$ cat src/rtl/time_counter_if.sv
// Control inputs and BCD display outputs of the stopwatch time counter.
// The master drives the controls; the slave owns the digits and the wrap pulse.
interface time_counter_if;
  logic       ticker;
  logic       pause;
  logic       adj;
  logic       sel_min;
  logic       clr;
  logic [3:0] sec_ones;
  logic [3:0] sec_tens;
  logic [3:0] min_ones;
  logic [3:0] min_tens;
  logic       wrap;

  modport master (
    output ticker, pause, adj, sel_min, clr,
    input  sec_ones, sec_tens, min_ones, min_tens, wrap
  );

  modport slave (
    input  ticker, pause, adj, sel_min, clr,
    output sec_ones, sec_tens, min_ones, min_tens, wrap
  );
endinterface

$ cat src/rtl/time_counter.sv
// MM:SS BCD stopwatch counter stepped once per ticker rising edge; digits update one cycle after the edge.
// No backpressure: an edge that is paused or cleared is dropped, never deferred.
module time_counter (
  input  logic          clk,
  input  logic          rst,
  time_counter_if.slave bus
);

  logic       tick_d;
  logic       tick_rise;
  logic [3:0] sec_ones_q, sec_tens_q, min_ones_q, min_tens_q;
  logic [3:0] sec_ones_nxt, sec_tens_nxt, min_ones_nxt, min_tens_nxt;
  logic       wrap_q, wrap_nxt;
  logic [4:0] inc_so, inc_st, inc_mo, inc_mt;

  // Returns {carry, digit}. The >= compare folds any out-of-range code back to 0.
  function automatic logic [4:0] bcd_inc(input logic [3:0] d, input logic [3:0] top);
    if (d >= top) begin
      bcd_inc = {1'b1, 4'd0};
    end else begin
      bcd_inc = {1'b0, d + 4'd1};
    end
  endfunction

  assign tick_rise = bus.ticker & ~tick_d;

  // Every digit's successor is computed in parallel; the mode only picks which to commit.
  assign inc_so = bcd_inc(sec_ones_q, 4'd9);
  assign inc_st = bcd_inc(sec_tens_q, 4'd5);
  assign inc_mo = bcd_inc(min_ones_q, 4'd9);
  assign inc_mt = bcd_inc(min_tens_q, 4'd9);

  always_comb begin
    sec_ones_nxt = sec_ones_q;
    sec_tens_nxt = sec_tens_q;
    min_ones_nxt = min_ones_q;
    min_tens_nxt = min_tens_q;
    wrap_nxt     = 1'b0;

    if (bus.clr) begin
      sec_ones_nxt = 4'd0;
      sec_tens_nxt = 4'd0;
      min_ones_nxt = 4'd0;
      min_tens_nxt = 4'd0;
    end else if (bus.pause) begin
      // hold
    end else if (tick_rise) begin
      if (bus.adj && bus.sel_min) begin
        min_ones_nxt = inc_mo[3:0];
        if (inc_mo[4]) begin
          min_tens_nxt = inc_mt[3:0];
        end
      end else begin
        // Seconds advance in both run mode and seconds adjust.
        sec_ones_nxt = inc_so[3:0];
        if (inc_so[4]) begin
          sec_tens_nxt = inc_st[3:0];
          if (inc_st[4] && !bus.adj) begin
            min_ones_nxt = inc_mo[3:0];
            if (inc_mo[4]) begin
              min_tens_nxt = inc_mt[3:0];
              wrap_nxt     = inc_mt[4];
            end
          end
        end
      end
    end
  end

  always_ff @(posedge clk or negedge rst) begin
    if (!rst) begin
      tick_d     <= 1'b0;
      sec_ones_q <= 4'd0;
      sec_tens_q <= 4'd0;
      min_ones_q <= 4'd0;
      min_tens_q <= 4'd0;
      wrap_q     <= 1'b0;
    end else begin
      tick_d     <= bus.ticker;
      sec_ones_q <= sec_ones_nxt;
      sec_tens_q <= sec_tens_nxt;
      min_ones_q <= min_ones_nxt;
      min_tens_q <= min_tens_nxt;
      wrap_q     <= wrap_nxt;
    end
  end

  assign bus.sec_ones = sec_ones_q;
  assign bus.sec_tens = sec_tens_q;
  assign bus.min_ones = min_ones_q;
  assign bus.min_tens = min_tens_q;
  assign bus.wrap     = wrap_q;

endmodule

$ cat src/flat_wrapper.sv
// flat-port wrapper written by rule: the top's interface ports become plain ports
module time_counter_flat 
  (clk, rst, bus_ticker, bus_pause, bus_adj, bus_sel_min, bus_clr, bus_sec_ones, bus_sec_tens, bus_min_ones, bus_min_tens, bus_wrap);
  time_counter_if bus_i ();
  input  logic clk;
  input  logic rst;
  input wire logic [$bits(bus_i.ticker)-1:0] bus_ticker;
  input wire logic [$bits(bus_i.pause)-1:0] bus_pause;
  input wire logic [$bits(bus_i.adj)-1:0] bus_adj;
  input wire logic [$bits(bus_i.sel_min)-1:0] bus_sel_min;
  input wire logic [$bits(bus_i.clr)-1:0] bus_clr;
  output wire logic [$bits(bus_i.sec_ones)-1:0] bus_sec_ones;
  output wire logic [$bits(bus_i.sec_tens)-1:0] bus_sec_tens;
  output wire logic [$bits(bus_i.min_ones)-1:0] bus_min_ones;
  output wire logic [$bits(bus_i.min_tens)-1:0] bus_min_tens;
  output wire logic [$bits(bus_i.wrap)-1:0] bus_wrap;
  assign bus_i.ticker = bus_ticker;
  assign bus_i.pause = bus_pause;
  assign bus_i.adj = bus_adj;
  assign bus_i.sel_min = bus_sel_min;
  assign bus_i.clr = bus_clr;
  assign bus_sec_ones = bus_i.sec_ones;
  assign bus_sec_tens = bus_i.sec_tens;
  assign bus_min_ones = bus_i.min_ones;
  assign bus_min_tens = bus_i.min_tens;
  assign bus_wrap = bus_i.wrap;
  time_counter u_core (.clk(clk), .rst(rst), .bus(bus_i));
endmodule
$ cat config.mk
export PLATFORM = sky130hd
export DESIGN_NAME = time_counter_flat
export DESIGN_NICKNAME = d
export VERILOG_FILES = /design/src/rtl/time_counter_if.sv /design/src/rtl/time_counter.sv /design/src/flat_wrapper.sv
export SDC_FILE = /design/constraint.sdc
export NUM_CORES = 1
export LEC_CHECK = 0
export BUFFER_PORTS_ARGS = -buffer_cell sky130_fd_sc_hd__buf_4
export CAP_MARGIN = 25
export CORE_MARGIN = 2
export CORE_UTILIZATION = 50
export CTS_BUF_LIST = sky130_fd_sc_hd__clkbuf_8
export DETAILED_ROUTE_END_ITERATION = 7
export HOLD_SLACK_MARGIN = 0.1
export PLACE_DENSITY_LB_ADDON = 0.15
export SYNTH_ARGS = -nofsm -noshare
export SYNTH_HDL_FRONTEND = slang
export SYNTH_SLANG_ARGS = --single-unit
$ cat constraint.sdc
create_clock -name clk -period 2.15 [get_ports clk]
set_clock_uncertainty 0.1 [all_clocks]
set_input_delay 0.215 -clock clk [delete_from_list [all_inputs] [get_ports clk]]
set_output_delay 0.215 -clock clk [all_outputs]
set_load 0.01 [all_outputs]
==> results.md, run 1 <==
- Final setup fails: 0
- PortBufs: 23
- Die height: 51.3 um
- CTS tree: done
- Leakage: 0.660 nW
- N_diodes: 0
- DP Area: 0.00133 mm2
- Asr flop ratio synth: 100%
- Residual DRC: 0
- Register area share after synthesis: 40.2%
- Die area: 0.00263 mm2
- Vias per std cell: ~5.5
- Biggest area consumer among synthesized cells: dfrtp_1
- Design area: around 0.0014 mm2
- Number of synthesized register bits: 18
- Dpl ws: 207 ps
- Top FF cell, synth: dfrtp_1
- Synth-to-Final Area Change: 26.5%
- Worst path slowest cell: dfrtp_1
- Ports: 24
- DRT met1 WL: ~1000 um
- Buf+Inv Stages, Crit Path: 1
- Final wirelength: approximately 2200 um
- Design Power: 751 uW
- Routed len/inst: about 13 um
- Post-CTS Setup Bufs: 0
- Count of cell types in the netlist: 36
- Highest Signal Layer: met4
- Post-route ant nets: 0
- Max H-tree Level: 1
- Slew @ Worst Pin: ~470 ps
- Setup CP Type: flip-flop to flip-flop
- Most instantiated cells after synthesis: dfrtp_1 (18), ha_1 (12), nand2_1 (10)
- Final Net Count: 164
- Clk root buf: clkbuf_8
- Power Dens Cells: 530 mW/mm2
- Initial Util: about 52%
- TNS Setup: 0 ps
- Hold-fix buffers at CTS: 3
- RD Place Congestion: 0.820
- Share of layout cells above drive strength 1: 26.4%
- Final worst slack: 184 ps
- Worst path max stage delay: 460 ps
- Syn Nets: around 130
- Critical path data required time: 2210 ps
- DR WL met3: 125 um
- Clock latency on the worst-skew pair: 250 ps
- Yosys Warn Count: 0
- WL met2: between 1000 and 1500 um
- Overall Global Routing Usage: 19.0%
- Crit path cell chain: inv_1, ha_1, or3b_2, nand2_1, nor3_1, nand2_1, o221ai_1
- Crit path top cell by count: nand2_1
- Dpl cells: 165
- Outcome: finished, final reports clean
- Initial DRC Count: 19
- Crit-path max FO: 7
- Row count: 17
- Crit path DAT: 2030 ps
- Number of synthesized flops with an enable pin: 0
- Crit path max-delay family: simple AND/OR/NAND/NOR gates
- GR Overflow Total: 0
- Number of buffers created by CTS: 3
- Filler cells: 188
- Die Span X: around 50 um
- Share of the synthesized area in the top cell type: 40.2%
- CTS max path bufs: 2
- Post-Syn Instances: 114
- Slew Limit Headroom: 68.2%
- VDD IR max: 0.375 mV
- Most frequent cell after synthesis: dfrtp_1
- Vias in the first global route: 918
- Startpoint Class: flip-flop
- Initial antenna violation count: 0
- Reg area: 450 um2
- Post-Syn Area per Cell: 9.82 um2
- Final-report max-slew violation count: 0
- Final hold vios: 0
- Sink Count: 18
- Maxcap violations: 0
- Tcrit/Tclk final: 91.5%
- Area of the multi-input gates: around 630 um2
- TritonRoute pass-1 iters: 4
- RSZ-0062 raised after global routing: false
- Post-Synthesis Cell Area: between 0.001 and 0.0015 mm2
- Vias post-DR: 940
- Global-route wire length before repair: 3790 um
- Top achievable clock speed: 509 MHz
- Top cells by area, synth: dfrtp_1 (40%), ha_1 (13%), nand2_1 (3.4%)
- HP Class: input port to flip-flop
- Resized cells post-CTS: 0
- Min Clock Period, post-route: 1970 ps
- Critical Path Sink Type: flip-flop
- Clock transition at the registers of the reported paths: roughly 70 ps
- HPWL after DPL: 1640 um
- Largest net degree at the start of global routing: 19
- Post-Layout Cell Count: 172
- Core Area: 0.00217 mm2
==> cell families after synthesis <==
kind of cell | after synthesis | share of synthesized area (%)
AND/OR/NAND/NOR | 45 | 22.8
multiplexers | 3 | 3.13
buffers and inverters | 10 | 3.35
adder cells (fa/ha/maj) | 12 | 13.4
flip-flops | 18 | 40.2
AO/OA/AOI/OAI | 26 | 17.1
==> cell usage in the layout, fill, tap and decap left out, types with 2 or more instances in the layout <==
| cell | Yosys | layout |
|---|---|---|
| a21oi_1 | 6 | 6 |
| nand3_1 | 7 | 7 |
| nand2b_1 | 4 | 4 |
| clkbuf_8 | 0 | 4 |
| o21a_1 | 3 | 3 |
| o21ai_0 | 5 | 5 |
| nor3_1 | 4 | 4 |
| nand2_1 | 10 | 10 |
| a31oi_1 | 3 | 3 |
| mux2i_1 | 2 | 2 |
| ha_1 | 12 | 12 |
| buf_4 | 0 | 24 |
| nor2_1 | 8 | 8 |
| dfrtp_1 | 18 | 18 |
| dlygate4sd3_1 | 0 | 3 |
| inv_1 | 9 | 9 |
==> routing by layer <==
layer	up-vias	GRT usage, %
li1	465	-
met1	441	23.8
met2	30	33.8
met3	4	2.63
met4	0	5.70
met5	-	0
==> through the flow <==
| step | hold slack (ps) | utilization [%] |
|---|---|---|
| after floorplan | -181 | - |
| after global placement | -0.781 | 61.4 |
| after detailed placement | 1.42 | 61.4 |
| after CTS | 150 | 65.3 |
| after global routing | 172 | 65.3 |
| final | 154 | 65.3 |
==> cell type report <==
| class | instances | share of cell area [%] |
|---|---|---|
| clock buffers | 4 | 3.89 |
| inverters | 9 | 2.39 |
| multi-input cells | 86 | 44.6 |
| flip-flops and latches | 18 | 31.8 |
| well taps | 28 | 2.47 |
| repair buffers | 27 | 14.8 |
==> power by group <==
group,total (mW),internal [mW],switching (mW)
combinational,0.108,0.0514,0.0567
clock,0.280,0.163,0.118
sequential,0.363,0.349,0.0144
==> sequential cells by signal, indices dropped and copies added (netlist names) <==
register,flops
u_core.bus.sec_ones,4
u_core.bus.sec_tens,4
u_core.bus.min_tens,4
u_core.bus.min_ones,4
u_core.bus.wrap,1
u_core.tick_d,1
==> worst paths after layout <==
| check | depth (start not counted) | slack (ps) | startpoint | endpoint |
|---|---|---|---|---|
| setup / recovery | 7 | 180 | u_core.bus.min_ones[0] | u_core.bus.min_tens[3] |
| hold / removal | 2 | 150 | bus_clr | u_core.bus.sec_ones[2] |
| setup reg to reg | 7 | 180 | u_core.bus.min_ones[0] | u_core.bus.min_tens[3] |
| hold reg to reg | 1 | 430 | u_core.bus.min_ones[2] | u_core.bus.min_ones[2] |
| max in group asynchronous | 2 | 1480 | rst | u_core.bus.min_tens[1] |
| min in group asynchronous | 2 | 260 | rst | u_core.bus.min_ones[3] |
No activity file was read; power rests on OpenSTA's default activity.
==> inputs of run 2 (changes only) <==
--- a/config.mk
+++ b/config.mk
@@ -9,7 +9,6 @@
 export CAP_MARGIN = 25
 export CORE_MARGIN = 2
 export CORE_UTILIZATION = 50
-export CTS_BUF_LIST = sky130_fd_sc_hd__clkbuf_8
 export DETAILED_ROUTE_END_ITERATION = 7
 export HOLD_SLACK_MARGIN = 0.1
 export PLACE_DENSITY_LB_ADDON = 0.15
==> run 2 against run 1 <==
Net effect:
- first-iteration DRC count is 53% lower
- combinational power is essentially flat
- register-to-register slack about the same
- worst hold slack better by 57 ps
- final area down 0.62%
- critical endpoint unchanged
==> results.md, run 2 (synthesis gave the netlist of run 1 again) <==
- Leakage: 0.656 nW (was 0.660 nW)
- Tcrit/Tclk final: 91.6% (was 91.5%)
- Critical path data required time: 2260 ps (was 2210 ps)
- Commonest non-fill, non-tap cells in the layout: buf_4 (24), dfrtp_1 (18), ha_1 (12), nand2_1 (10), inv_1 (9) (unchanged)
- R2R Path End: u_core.bus.min_tens[3] (unchanged)
- Row count: 17 (unchanged)
- Final Net Count: 165 (was 164)
- Critical Path Sink Type: flip-flop (unchanged)
- TritonRoute pass-1 iters: 4 (unchanged)
- Clk root buf: clkbuf_4 (was clkbuf_8)
- Start point of the critical path: u_core.bus.min_ones[0] (unchanged)
- Final Core Density: 64.9% (was 65.3%)
- DP Area: 0.00133 mm2 (unchanged)
- Filler cells: 191 (was 188)
- Startpoint Class: flip-flop (unchanged)
- Slew Limit Headroom: 67.6% (was 68.2%)
- Synth-to-Final Area Change: 25.7% (was 26.5%)
- Most common cell after layout, fill and taps aside: buf_4 (unchanged)
- Clock transition at the registers of the reported paths: 110 ps (was 70 ps)
- PortBufs: 23 (unchanged)
- Initial Util: 51.6% (unchanged)
- TNS Setup: 0 ps (unchanged)
- Setup CP Type: flip-flop to flip-flop (unchanged)
- Post-Layout Cell Count: 173 (was 172)
- VDD IR max: 0.360 mV (was 0.375 mV)
- Reg2Reg Launch Point: u_core.bus.min_ones[0] (unchanged)
- Vias post-DR: 935 (was 940)
- Overall Global Routing Usage: 19.2% (was 19.0%)
- Largest net degree at the start of global routing: 19 (unchanged)
- RSZ-0062 raised after global routing: false (unchanged)
- Residual DRC: 0 (unchanged)
- CTS max path bufs: 2 (unchanged)
- Vias in the first global route: 921 (was 918)
- GR Overflow Total: 0 (unchanged)
- Area of the multi-input gates: 632 um2 (unchanged)
- CTS tree: done (unchanged)
- Design Power: 685 uW (was 751 uW)
- Slew @ Worst Pin: 482 ps (was 474 ps)
- Worst r2r path cells: 7 (unchanged)
- Crit path DAT: 2080 ps (was 2030 ps)
- Fin Hold WS: 211 ps (was 154 ps)
- Max H-tree Level: 1 (unchanged)
- RD Place Congestion: 0.820 (unchanged)
- Min Clock Period, post-route: 1970 ps (about the same)
- Number of buffers created by CTS: 3 (unchanged)
- Vias per std cell: 5.40 (was 5.47)
- Dpl ws: 207 ps (unchanged)
- Top achievable clock speed: 508 MHz (was 509 MHz)
- Final-report max-slew violation count: 0 (unchanged)
- Reg area: 450 um2 (unchanged)
- Clock latency on the worst-skew pair: 290 ps (was 250 ps)
- Worst R2R Setup Slack: 180 ps (about the same)
- Sink Count: 18 (unchanged)
- Final hold vios: 0 (unchanged)
- Initial DRC Count: 9 (was 19)
- Die Span X: 51.3 um (unchanged)
- Routed len/inst: 13.0 um (was 12.9 um)
- Post-route ant nets: 0 (unchanged)
- Initial antenna violation count: 0 (unchanged)
- Final wirelength: 2250 um (was 2220 um)
- Final setup fails: 0 (unchanged)
- Final worst slack: 180 ps (was 184 ps)
- Die height: 51.3 um (unchanged)
- Ports: 24 (unchanged)
- Dpl cells: 165 (unchanged)
- Die area: 0.00263 mm2 (unchanged)
- Maxcap violations: 0 (unchanged)
- HPWL after DPL: 1640 um (unchanged)
- Outcome: finished, final reports clean (unchanged)
- Design area: 0.00141 mm2 (was 0.00142 mm2)
- Power Dens Cells: 487 mW/mm2 (was 530 mW/mm2)
- Core Area: 0.00217 mm2 (unchanged)
- Crit-path max FO: 7 (unchanged)
- Share of layout cells above drive strength 1: 26.2% (was 26.4%)
- Worst setup endpoint: u_core.bus.min_tens[3] (unchanged)
- N_diodes: 0 (unchanged)
- HP Class: input port to asynchronous set/reset pin (was input port to flip-flop)
- Global-route wire length before repair: 3800 um (was 3790 um)
==> run 2: report_power, final <==
part,leakage (nW),internal [mW],switching (mW),total (mW)
combinational,0.389,0.0526,0.0570,0.110
clock,0.0210,0.103,0.110,0.213
sequential,0.247,0.348,0.0143,0.363
==> run 2: per-layer routing <==
layer | vias up | wire, um | share of wire [%] | global-route usage [%]
met5 | - | 0 | 0 | 0
li1 | 472 | - | - | -
met3 | 2 | 84 | 3.7 | 2.63
met4 | 0 | 12 | 0.53 | 6.58
met1 | 444 | 1040 | 46 | 23.8
met2 | 17 | 1110 | 49 | 34.0
==> run 2: worst min path at each step <==
stage	startpoint	endpoint	cells past startpoint
6_report	rst	u_core.bus.sec_tens[2]	2
4_1_cts	rst	u_core.bus.wrap	2
3_3_place_gp	rst	u_core.bus.sec_tens[2]	1
3_5_place_dp	rst	u_core.bus.sec_tens[2]	1
2_1_floorplan	rst	u_core.bus.min_ones[0]	0
5_1_grt	rst	u_core.bus.sec_ones[3]	2
==> run 2: timing repair <==
item | CTS | global route
hold buffers | 4 | 0
hold endpoints to repair | 21 | 0
gates resized for setup | 0 | 0
buffers inserted | 0 | 0
==> run 2: worst max-delay path, stage by stage (launching register included) <==
cell	delay (ps)
dfrtp_1	470
inv_1	80
ha_1	190
or3b_2	210
nand2_1	80
nor3_1	430
nand2_1	140
o221ai_1	190
==> run 2: area by class of cell <==
cell class / instances / area share (%)
clock buffers: 4 / 2.58
inverters: 9 / 2.40
multi-input cells: 86 / 44.9
flip-flops and latches: 18 / 32.0
well taps: 28 / 2.49
repair buffers: 28 / 15.6
==> inputs of run 3 (changes only) <==
--- a/config.mk
+++ b/config.mk
@@ -8,7 +8,7 @@
 export BUFFER_PORTS_ARGS = -buffer_cell sky130_fd_sc_hd__buf_4
 export CAP_MARGIN = 25
 export CORE_MARGIN = 2
-export CORE_UTILIZATION = 50
+export CORE_UTILIZATION = 53
 export DETAILED_ROUTE_END_ITERATION = 7
 export HOLD_SLACK_MARGIN = 0.1
 export PLACE_DENSITY_LB_ADDON = 0.15
==> run 3 against run 2 <==
Net effect:
- utilization increased by 6.6 points
- combinational power about the same
- final area grew 0.62%
- maximum frequency is 4.3% lower
==> results.md, run 3 (synthesis gave the netlist of run 1 again) <==
- HP Class: input port to asynchronous set/reset pin (unchanged)
- Fin Hold WS: 215 ps (was 211 ps)
- CTS tree: done (unchanged)
- Final Net Count: 166 (was 165)
- Design Power: 683 uW (was 685 uW)
- Residual DRC: 0 (unchanged)
- Tcrit/Tclk final: 95.8% (was 91.6%)
- TritonRoute pass-1 iters: 4 (unchanged)
- R2R Path End: u_core.bus.min_ones[0] (was u_core.bus.min_tens[3])
- Clock transition at the registers of the reported paths: 100 ps (was 110 ps)
- GR Overflow Total: 0 (unchanged)
- Critical Path Sink Type: flip-flop (unchanged)
- Max H-tree Level: 1 (unchanged)
- Post-Layout Cell Count: 173 (unchanged)
- Maxcap violations: 0 (unchanged)
- Outcome: finished, final reports clean (unchanged)
- Critical path data required time: 2240 ps (was 2260 ps)
- CTS max path bufs: 2 (unchanged)
- Die area: 0.00250 mm2 (was 0.00263 mm2)
- VDD IR max: 0.365 mV (was 0.360 mV)
- Clk root buf: clkbuf_4 (unchanged)
- Min Clock Period, post-route: 2060 ps (was 1970 ps)
- Global-route wire length before repair: 3880 um (was 3800 um)
- Top achievable clock speed: 485 MHz (was 508 MHz)
- Largest net degree at the start of global routing: 19 (unchanged)
- Commonest non-fill, non-tap cells in the layout: buf_4 (25), dfrtp_1 (17), ha_1 (12), nand2_1 (10), inv_1 (9) (was buf_4 (24), dfrtp_1 (18), ha_1 (12), nand2_1 (10), inv_1 (9))
- HPWL after DPL: 1680 um (was 1640 um)
- Worst r2r path cells: 7 (unchanged)
- Power Dens Cells: 483 mW/mm2 (was 487 mW/mm2)
- Setup CP Type: flip-flop to flip-flop (unchanged)
- Reg2Reg Launch Point: u_core.bus.sec_ones[0] (was u_core.bus.min_ones[0])
- Crit path DAT: 2150 ps (was 2080 ps)
- Ports: 24 (unchanged)
- Start point of the critical path: u_core.bus.sec_ones[0] (was u_core.bus.min_ones[0])
- Synth-to-Final Area Change: 26.5% (was 25.7%)
- Overall Global Routing Usage: 20.4% (was 19.2%)
- TNS Setup: 0 ps (unchanged)
- Slew @ Worst Pin: 414 ps (was 482 ps)
- Clock latency on the worst-skew pair: 300 ps (was 290 ps)
- Initial Util: 56.5% (was 51.6%)
- Vias in the first global route: 909 (was 921)
- N_diodes: 0 (unchanged)
- Routed len/inst: 12.7 um (was 13.0 um)
- Final-report max-slew violation count: 0 (unchanged)
- Share of layout cells above drive strength 1: 28.1% (was 26.2%)
- Dpl cells: 163 (was 165)
- Final wirelength: 2200 um (was 2250 um)
- Vias per std cell: 5.43 (was 5.40)
- Sink Count: 18 (unchanged)
- Post-route ant nets: 0 (unchanged)
- RD Place Congestion: 0.775 (was 0.820)
- Crit-path max FO: 7 (unchanged)
- PortBufs: 23 (unchanged)
- Leakage: 0.661 nW (was 0.656 nW)
- Slew Limit Headroom: 72.2% (was 67.6%)
- Vias post-DR: 940 (was 935)
- Die Span X: 50.0 um (was 51.3 um)
- Startpoint Class: flip-flop (unchanged)
- RSZ-0062 raised after global routing: false (unchanged)
- Most common cell after layout, fill and taps aside: buf_4 (unchanged)
- Number of buffers created by CTS: 3 (unchanged)
- Row count: 16 (was 17)
- Initial DRC Count: 23 (was 9)
- Core Area: 0.00198 mm2 (was 0.00217 mm2)
- Final hold vios: 0 (unchanged)
- Worst R2R Setup Slack: 90 ps (was 180 ps)
- Die height: 50.0 um (was 51.3 um)
- Initial antenna violation count: 0 (unchanged)
- Final setup fails: 0 (unchanged)
==> run 3: cell count changes in the layout (fill, tap and decap cells not counted) <==
cell / change
buf_4: +1
o21a_2: +1
o21a_1: -1
dfrtp_1: -1
dfrtp_2: +1
==> run 3: stage by stage <==
stage	util, %	worst slack [ps]	cell area, um2
finish	71.5	90.3	1420
global route	71.5	33.3	1420
CTS	70.6	33.8	1400
detailed placement	66.7	54.6	1320
global placement	66.7	143	1320
floorplan	-	191	1120
==> run 3: where the power goes <==
group          leakage (nW)  internal, mW  switching (mW)
sequential            0.245         0.349          0.0135
clock                0.0210         0.103           0.106
combinational         0.395        0.0535          0.0588
==> run 3: timing repair <==
| item | 4_1_cts | 5_1_grt |
|---|---|---|
| setup buffers | 0 | 2 |
| setup endpoints to repair | 0 | 4 |
| hold buffers | 4 | 0 |
| hold endpoints to repair | 23 | 0 |
| resized for setup | 0 | 2 |
==> run 3: routing by layer <==
layer  track usage (%)  up-vias  routed length (um)
met3              3.64        5                  71
met4              6.94        0                  35
li1                  -      474                   -
met1              26.1      444                 988
met5                 0        -                   0
met2              34.7       17                1110
==> run 3: worst max path at each step <==
stage | to | slack (ps) | cells after the start
after floorplan | u_core.bus.min_ones[0] | 190 | 7
after CTS | u_core.bus.min_ones[0] | 30 | 7
final | u_core.bus.min_ones[0] | 90 | 7
after global routing | u_core.bus.min_ones[0] | 30 | 7
after global placement | u_core.bus.min_ones[0] | 140 | 7
after detailed placement | u_core.bus.min_ones[0] | 50 | 7
==> run 3: final cells by class <==
type	instances	area, um2
inverters	9	33.8
multi-input cells	86	633
flip-flops and latches	18	452
well taps	27	33.8
clock buffers	4	36.3
repair buffers	29	228
fillers	156	566
==> run 3: critical path, stage by stage (launching register included) <==
cell	delay (ps)
dfrtp_2	430
inv_1	60
ha_1	180
or3b_1	220
nand4_2	150
o31ai_4	420
nor2_2	100
mux2_4	310
